$ cat src/rtl/tx_link_scheduler.sv
`default_nettype none
// ============================================================================
// Module   : tx_link_scheduler
// Purpose  : Shares one 8b10b serial transmitter among NUM_REQ byte-stream
//            requesters. Generates the transmitter bit-rate enable, arbitrates
//            round-robin in bursts (header byte + up to MAX_BURST payload
//            bytes) and writes the transmitter FIFO while honouring its full
//            flag.
// Ports    : clk, rst            - clock, synchronous active-high reset
//            run                 - allow new grants
//            reqValid/Data/Last  - per-requester byte stream (byte i at
//                                  reqData[8i+7:8i])
//            reqReady            - byte accepted when reqValid also high
//            txFull              - transmitter FIFO full
//            txData/WriteStrobe  - registered one-cycle FIFO write
//            txEn                - one-cycle pulse every PERIOD clocks
//            grant, busy         - one-hot current owner, not-idle flag
// Revision : 1.0 - initial release
// ============================================================================
module tx_link_scheduler #(
  parameter int PERIOD    = 10,
  parameter int NUM_REQ   = 4,
  parameter int MAX_BURST = 16
) (
  input  logic                 clk,
  input  logic                 rst,
  input  logic                 run,
  input  logic [NUM_REQ-1:0]   reqValid,
  input  logic [8*NUM_REQ-1:0] reqData,
  input  logic [NUM_REQ-1:0]   reqLast,
  output logic [NUM_REQ-1:0]   reqReady,
  input  logic                 txFull,
  output logic [7:0]           txData,
  output logic                 txWriteStrobe,
  output logic                 txEn,
  output logic [NUM_REQ-1:0]   grant,
  output logic                 busy
);

  localparam int         IDXW       = (NUM_REQ > 1) ? $clog2(NUM_REQ) : 1;
  localparam logic [15:0] BIT_LAST  = 16'(PERIOD - 1);
  localparam logic [7:0]  BURST_MAX = 8'(MAX_BURST);

  localparam logic [1:0] S_IDLE   = 2'd0;
  localparam logic [1:0] S_HEADER = 2'd1;
  localparam logic [1:0] S_DATA   = 2'd2;

  logic [1:0]         state_q, state_d;
  logic [15:0]        bit_cnt_q, bit_cnt_d;
  logic               tx_en_q, tx_en_d;
  logic               strobe_q, strobe_d;
  logic [7:0]         data_q, data_d;
  logic [NUM_REQ-1:0] grant_q, grant_d;
  logic [IDXW-1:0]    ptr_q, ptr_d;
  logic [IDXW-1:0]    owner_q, owner_d;
  logic [7:0]         burst_cnt_q, burst_cnt_d;
  logic               gap_q, gap_d;

  // Unpack the flat data bus so the owner's byte is a simple array lookup.
  logic [7:0] req_byte [NUM_REQ];
  for (genvar g = 0; g < NUM_REQ; g++) begin : g_unpack
    assign req_byte[g] = reqData[8*g +: 8];
  end

  logic       own_valid, own_last, slot;
  logic [7:0] own_byte;
  logic [5:0] hdr_idx;

  assign own_valid = reqValid[owner_q];
  assign own_last  = reqLast[owner_q];
  assign own_byte  = req_byte[owner_q];
  // A write slot needs a non-full FIFO and one settle cycle after the last
  // write, so txFull is always resampled after the FIFO has updated.
  assign slot      = !txFull && !gap_q;

  always_comb begin
    hdr_idx             = '0;
    hdr_idx[IDXW-1:0]   = owner_q;
  end

  // Round-robin pick: the lowest valid index above the pointer wins, else
  // the lowest valid index at or below it (wrap-around, pointer included).
  logic            hi_found, lo_found, sel_found;
  logic [IDXW-1:0] hi_idx, lo_idx, sel_idx;

  always_comb begin
    hi_found = 1'b0;
    lo_found = 1'b0;
    hi_idx   = '0;
    lo_idx   = '0;
    for (int i = NUM_REQ - 1; i >= 0; i--) begin
      if (reqValid[i]) begin
        if (i > int'(ptr_q)) begin
          hi_found = 1'b1;
          hi_idx   = IDXW'(i);
        end else begin
          lo_found = 1'b1;
          lo_idx   = IDXW'(i);
        end
      end
    end
    sel_found = hi_found | lo_found;
    sel_idx   = hi_found ? hi_idx : lo_idx;
  end

  always_comb begin
    reqReady = '0;
    if (state_q == S_DATA && slot) begin
      reqReady = grant_q;
    end
  end

  always_comb begin
    state_d     = state_q;
    bit_cnt_d   = (bit_cnt_q == BIT_LAST) ? 16'd0 : bit_cnt_q + 16'd1;
    tx_en_d     = (bit_cnt_q == BIT_LAST);
    strobe_d    = 1'b0;
    data_d      = data_q;
    grant_d     = grant_q;
    ptr_d       = ptr_q;
    owner_d     = owner_q;
    burst_cnt_d = burst_cnt_q;
    gap_d       = 1'b0;

    case (state_q)
      S_IDLE: begin
        burst_cnt_d = 8'd0;
        if (run && sel_found) begin
          grant_d          = '0;
          grant_d[sel_idx] = 1'b1;
          owner_d          = sel_idx;
          ptr_d            = sel_idx;
          state_d          = S_HEADER;
        end
      end
      S_HEADER: begin
        // The header goes out regardless of the owner's current valid.
        if (slot) begin
          strobe_d = 1'b1;
          data_d   = {2'b11, hdr_idx};
          gap_d    = 1'b1;
          state_d  = S_DATA;
        end
      end
      S_DATA: begin
        if (own_valid && slot) begin
          strobe_d    = 1'b1;
          data_d      = own_byte;
          gap_d       = 1'b1;
          burst_cnt_d = burst_cnt_q + 8'd1;
          if (own_last || (burst_cnt_q + 8'd1 == BURST_MAX)) begin
            state_d = S_IDLE;
            grant_d = '0;
          end
        end
      end
      default: begin
        state_d = S_IDLE;
        grant_d = '0;
      end
    endcase
  end

  always_ff @(posedge clk) begin
    if (rst) begin
      state_q     <= S_IDLE;
      bit_cnt_q   <= 16'd0;
      tx_en_q     <= 1'b0;
      strobe_q    <= 1'b0;
      data_q      <= 8'd0;
      grant_q     <= '0;
      ptr_q       <= IDXW'(NUM_REQ - 1);
      owner_q     <= '0;
      burst_cnt_q <= 8'd0;
      gap_q       <= 1'b0;
    end else begin
      state_q     <= state_d;
      bit_cnt_q   <= bit_cnt_d;
      tx_en_q     <= tx_en_d;
      strobe_q    <= strobe_d;
      data_q      <= data_d;
      grant_q     <= grant_d;
      ptr_q       <= ptr_d;
      owner_q     <= owner_d;
      burst_cnt_q <= burst_cnt_d;
      gap_q       <= gap_d;
    end
  end

  assign txData        = data_q;
  assign txWriteStrobe = strobe_q;
  assign txEn          = tx_en_q;
  assign grant         = grant_q;
  assign busy          = (state_q != S_IDLE);

endmodule
`default_nettype wire
$ cat config.mk
export PLATFORM = sky130hd
export DESIGN_NAME = tx_link_scheduler
export DESIGN_NICKNAME = d
export VERILOG_FILES = /design/src/rtl/tx_link_scheduler.sv
export SDC_FILE = /design/constraint.sdc
export NUM_CORES = 1
export LEC_CHECK = 0
export ABC_AREA = 1
export CELL_PAD_IN_SITES_DETAIL_PLACEMENT = 1
export CELL_PAD_IN_SITES_GLOBAL_PLACEMENT = 1
export CORE_ASPECT_RATIO = 1.2
export CORE_UTILIZATION = 35
export DETAILED_ROUTE_END_ITERATION = 12
export PLACE_DENSITY_LB_ADDON = 0.1
export SLEW_MARGIN = 20
export SYNTH_ARGS = -nofsm -noshare
export SYNTH_HDL_FRONTEND = slang
export SYNTH_SLANG_ARGS = --single-unit
$ cat constraint.sdc
create_clock -name clk -period 1.7 [get_ports clk]
set_input_delay 0.34 -clock clk [delete_from_list [all_inputs] [get_ports clk]]
set_output_delay 0.34 -clock clk [all_outputs]
set_load 0.1 [all_outputs]
== After elaboration in Yosys (flattened, before gate mapping) ==
Index checks and enable logic that the tools add are counted.
Storage, ports and cells
  register bits: 44
  output and inout port bits: 19
  word-level logic and storage cells: 101
  input bits: 44
Operators by class
  reductions and logical operators: 18
  add/subtract/negate cells: 2
  bitwise operators: 3
  muxes and demuxes: 54
  equal/unequal tests: 8
  order comparisons: 7
Operators by type and width (count)
  8-bit two-way mux: 5
  2-bit two-way mux: 18
  8-bit case mux with 2 select lines: 2
  1-bit two-way mux: 18
  16-bit by 1-bit adder with 16-bit output, second input constant: 1
  8-bit binary-select mux with 2-bit select: 1
  16-bit by 4-bit equality test with 1-bit output, second input constant: 1
  4-bit two-way mux: 4
  4-bit case mux with 3 select lines: 1
  8-bit by 1-bit adder with 8-bit output, second input constant: 1
  8-bit by 5-bit equality test with 1-bit output, second input constant: 1
  4-bit AND reduction: 2
  2-bit by 3-bit less-than comparator with 1-bit output, second input constant: 2
  2-bit case mux with 3 select lines: 1
  2-bit nonzero test: 3
  1-bit logical AND: 5
  1-bit binary-select mux with 2-bit select: 2
  2-bit > comparator, first input constant: 2
  2-bit by 1-bit inequality test with 1-bit output, second input constant: 2
  2-bit inequality test, second input constant: 2
  2-bit AND reduction: 2
  3-bit >= comparator, second input constant: 1
  2-bit inverter with 3-bit output: 1
  3-bit AND reduction: 1
  12 further kinds: 13

== Depth between registers and ports, before layout ==
Gate-level depths: netlist of the first run.
  depth in word-level cells: 15
  depth in mapped cells: 13
  depth with buffers taken out: 13

== Worst setup path after synthesis of the first run ==
No wires, ideal clock.
  kind: register to output
  from: register grant_q[0] (netlist: grant[0])
  to: output reqReady[0]
  arrival time: 2.362 ns
  stages on the path, launching flop included: 3
  setup slack: -1.002 ns
  data required time: 1.360 ns
  path buffers: 0
  cells stage by stage: dfxtp_1 > inv_1 > nor2_1
On the way
  cells in the longest elaborated chain, start to end: 1
Ends and longest elaborated chain
  start, declared: line 53  | logic [NUM_REQ-1:0] grant_q, grant_d;
  start signal, assigned: line 182  | grant_q <= grant_d;
  4-bit two-way mux: line 108  | if (state_q == S_DATA && slot) begin
  end, declared: line 31  | output logic [NUM_REQ-1:0] reqReady,
No other way between the ends.

== Worst setup path after layout of the first run ==
  from: register burst_cnt_q[1]
  to: register state_q[0]
On the way
  cells in the longest elaborated chain, start to end: 5
Ends and longest elaborated chain
  start, declared: line 56  | logic [7:0] burst_cnt_q, burst_cnt_d;
  start signal, assigned: line 185  | burst_cnt_q <= burst_cnt_d;
  8-bit by 1-bit adder with 8-bit output: line 151  | if (own_last || (burst_cnt_q + 8'd1 == BURST_MAX)) begin
  8-bit by 5-bit equality test with 1-bit output: line 151
  1-bit logical OR: line 151
  2-bit by 1-bit inequality test with 1-bit output (no source line)
  4-bit AND reduction (no source line)
  end signal, assigned: line 177  | state_q <= state_d;
  end, declared: line 48  | logic [1:0] state_q, state_d;
No other way between the ends.
A chain may end at the register's enable or synchronous reset.

==> results of run 1 <==
-- worst max path at each step --
| stage | depth (start not counted) | to |
|---|---|---|
| floorplan | 8 | owner_q[1] |
| global placement | 10 | grant[3] |
| detailed placement | 10 | grant[1] |
| CTS | 9 | bit_cnt_q[14] |
| global route | 11 | state_q[0] |
| finish | 13 | state_q[0] |
-- synth_stat cells, types with 7 or more instances --
master,number,area share
a21oi_1,32,0.061
o21ai_0,27,0.051
clkbuf_1,8,0.011
nand4_1,12,0.028
nor2_1,64,0.091
nand3_1,25,0.047
nor3_1,8,0.015
ha_1,7,0.033
nand2_1,78,0.11
inv_1,49,0.070
dfxtp_1,44,0.33
-- area by class of cell --
type                    count  area [um2]  share of cell area
well taps                  90         113              0.0277
flip-flops and latches     44         896               0.220
clock buffers               6        72.6              0.0178
multi-input cells         294        1750               0.429
repair buffers             90        1040               0.257
clock inverters             1        5.00             0.00123
inverters                  50         194              0.0476
-- cells by family after synthesis --
logic type      after synthesis  share of synthesized area
flops                        44                      0.334
fa+ha+maj                     7                     0.0332
simple gates                209                      0.364
compound gates               75                      0.161
xor+xnor                      3                    0.00997
buf+inv                      63                     0.0978
-- registers in the layout (all words and copies together), names as in the netlist --
| register | cells |
|---|---|
| bit_cnt_q | 16 |
| burst_cnt_q | 8 |
| gap_q | 1 |
| grant | 4 |
| owner_q | 2 |
| ptr_q | 2 |
| state_q | 2 |
| txData | 8 |
| txEn | 1 |
-- report_power, final --
part	total (mW)	leakage, nW	internal, mW	switching, mW
Clock	0.648	0.0410	0.281	0.368
Sequential	1.33	0.363	1.17	0.156
Combinational	3.12	1.28	1.17	1.95
Total	5.10	1.69	2.63	2.48
-- layer usage --
metal | routed length (um) | global-route usage | up-vias
met4 | 185 | 0.0701 | 0
met2 | 4820 | 0.443 | 60
li1 | - | - | 1478
met1 | 3580 | 0.244 | 1429
met5 | 0 | 0 | -
met3 | 388 | 0.0357 | 15
-- stage by stage --
step | instances | hold WS (ns)
after global placement | 563 | 0.447
after floorplan | 401 | 0.433
after global routing | 575 | 0.454
final | 575 | 0.443
after CTS | 573 | 0.481
after detailed placement | 563 | 0.464
-- critical path: cells and delay by family, from the launching register on --
family	cells	cell delay (ns)
fa+ha+maj	1	0.15
simple gates	11	1.03
flops	1	0.36
buf+inv	1	0.07
-- timing repair --
item,CTS,global route
gates resized for setup,15,58
pin swaps,8,27
buffers inserted,3,2
endpoints found under the setup margin,11,34
-- cells in the final DEF, fill, tap and decap left out, types with 2 or more instances in the layout --
| cell type | count |
|---|---|
| a21oi_4 | 2 |
| nand3_4 | 3 |
| clkdlybuf4s50_1 | 40 |
| nor3_1 | 8 |
| buf_4 | 25 |
| nor2_2 | 10 |
| nand3b_1 | 4 |
| xor2_1 | 2 |
| o211ai_1 | 2 |
| ha_1 | 3 |
| nand2_4 | 6 |
| o221ai_1 | 2 |
| dlymetal6s2s_1 | 2 |
| a21oi_2 | 6 |
| clkbuf_8 | 5 |
| dfxtp_1 | 32 |
| nand2_2 | 13 |
| dfxtp_2 | 12 |
| inv_2 | 9 |
| buf_6 | 2 |
| o21ai_1 | 4 |
| ha_4 | 3 |
| a211oi_1 | 2 |
| nor3_4 | 2 |
| o21ai_0 | 23 |
| o22ai_1 | 3 |
| inv_1 | 39 |
| nor2_4 | 9 |
| nand2_1 | 64 |
| nor2_1 | 49 |
| a21oi_1 | 26 |
| nand4_1 | 12 |
| a22oi_1 | 2 |
| buf_12 | 20 |
| nand3_1 | 25 |
==> results.py, run 1 <==
metrics = {
    "clocking": {
        "clockBufferDepth": 2,
        "holdBufCountCts": 0,
        "cts_root_buffer": "clkbuf_8",
        "cts_max_level": 2,
        "cts_made_buffers": 5,
        "cts.sinks": 44,
        "cts_tree": "yes",
        "path_clk_slew_ns": 0.08,
        "clk_latency_ns": 0.30,
    },
    "sta": {
        "fmax_ghz": 0.596,
        "rsz0062_at_grt": "yes",
        "worst_pin_slew_ns": 0.328,
        "drv_slew": 0,
        "fin_crit_ns": 1.68,
        "fin_tns_setup_ns": 0,
        "fin_crit_sh": 0.986,
        "skew_ns": 0.00745,
        "final-setup-viol-count": 0,
        "final_hold_viol_count": 0,
        "layout_setup_ws_ns": 0.0235,
        "slew_headroom": 0.779,
    },
    "detailed_routing": {
        "remaining_drc_errors": 0,
        "dr.first_iter.drc_count": 56,
        "antenna_left": 0,
        "route.vias.total": 2982,
        "wl_per_cell_um": 15.6,
        "totalWireLength_um": 8980,
        "drt-vias-per-instance": 5.19,
        "drtPass1Iterations": 4,
    },
    "yosys": {
        "synth_fp_nets": 452,
        "ys_warn_count": 0,
        "avgSynthCellArea_um2": 6.57,
        "ys_seq_elements": 44,
        "ys.flop_type": "dfxtp_1",
        "async_flop_share": 0,
        "synth_cells": 401,
        "synth_edf_count": 0,
        "ys_seq_area_frac": 0.334,
        "syn_area_um2": 2640,
        "yosysUniqueCellTypes": 37,
    },
    "worst_hold_path": {
        "min-delay-start": "bit_cnt_q[0]",
        "hold_end": "bit_cnt_q[0]",
        "min_path_type": "register to register",
        "holdPathStages": 1,
    },
    "global_routing": {
        "track_usage": 0.229,
        "grt_pass1_wl_um": 14300,
        "antenna_found_initial": 0,
        "grt_pass1_vias": 3093,
        "overflow": 0,
        "grt_max_degree": 17,
    },
    "critical_path": {
        "slowest_stage": "dfxtp_2",
        "path_class": "register to register",
        "cp.required_ns": 1.93,
        "reg2reg_depth": 13,
        "critPathArrivalTime_ns": 1.90,
        "crit_path_start": "burst_cnt_q[1]",
        "cp_max_fo": 8,
        "r2r_end": "state_q[0]",
        "worst_path_most_repeated_cell": "nand2_2",
        "r2r_start": "burst_cnt_q[1]",
        "r2r_setup_slack_ns": 0.02,
        "crit_path_end_kind": "register",
        "max_stage_delay_ns": 0.36,
        "startpoint_type": "register",
        "crit_chain": "ha_4, nand2_4, nor2_4, nand2_2, nand2_2, nand2_2, nor2_2, nand3_2, nand2_4, nand3_4, nand2_1, inv_1, nor2_2",
    },
    "floorplan": {
        "die_x_um": 81.2,
        "row_count": 34,
        "design.die.area_um2": 7880,
        "die_h_um": 97.1,
        "core_um2": 7270,
        "start_util": 0.362,
        "ios": 63,
    },
    "power": {
        "vdd_ir_drop_max_mv": 0.562,
        "finalPower_mw": 5.10,
        "p_per_area_nw_per_um2": 1250,
        "p_leak_nw": 1.69,
    },
    "placement": {
        "port-buffer-count": 62,
        "gp_congestion": 0.813,
        "dpl.hpwl_um": 6580,
        "place_ws_ns": -0.329,
        "placed_cell_area_um2": 3720,
    },
    "final_layout": {
        "fillers": 922,
        "drive_above_1_share": 0.278,
        "finalNetCount": 536,
        "area_growth_pct": 54.4,
        "antenna_cells": 0,
        "fin_util": 0.560,
        "fin_area_um2": 4070,
    },
    "status": {
        "status": "finished, final reports clean",
    },
    "run": {
        "drv_cap": 0,
    },
}
Power figures use the tool's default switching activity.
==> inputs of run 2 (changes only) <==
--- a/config.mk
+++ b/config.mk
@@ -6,6 +6,7 @@
 export NUM_CORES = 1
 export LEC_CHECK = 0
 export ABC_AREA = 1
+export CAP_MARGIN = 15
 export CELL_PAD_IN_SITES_DETAIL_PLACEMENT = 1
 export CELL_PAD_IN_SITES_GLOBAL_PLACEMENT = 1
 export CORE_ASPECT_RATIO = 1.2
==> results of run 2 <==
No change in the layout: final DEF, timing and power equal those of run 1.
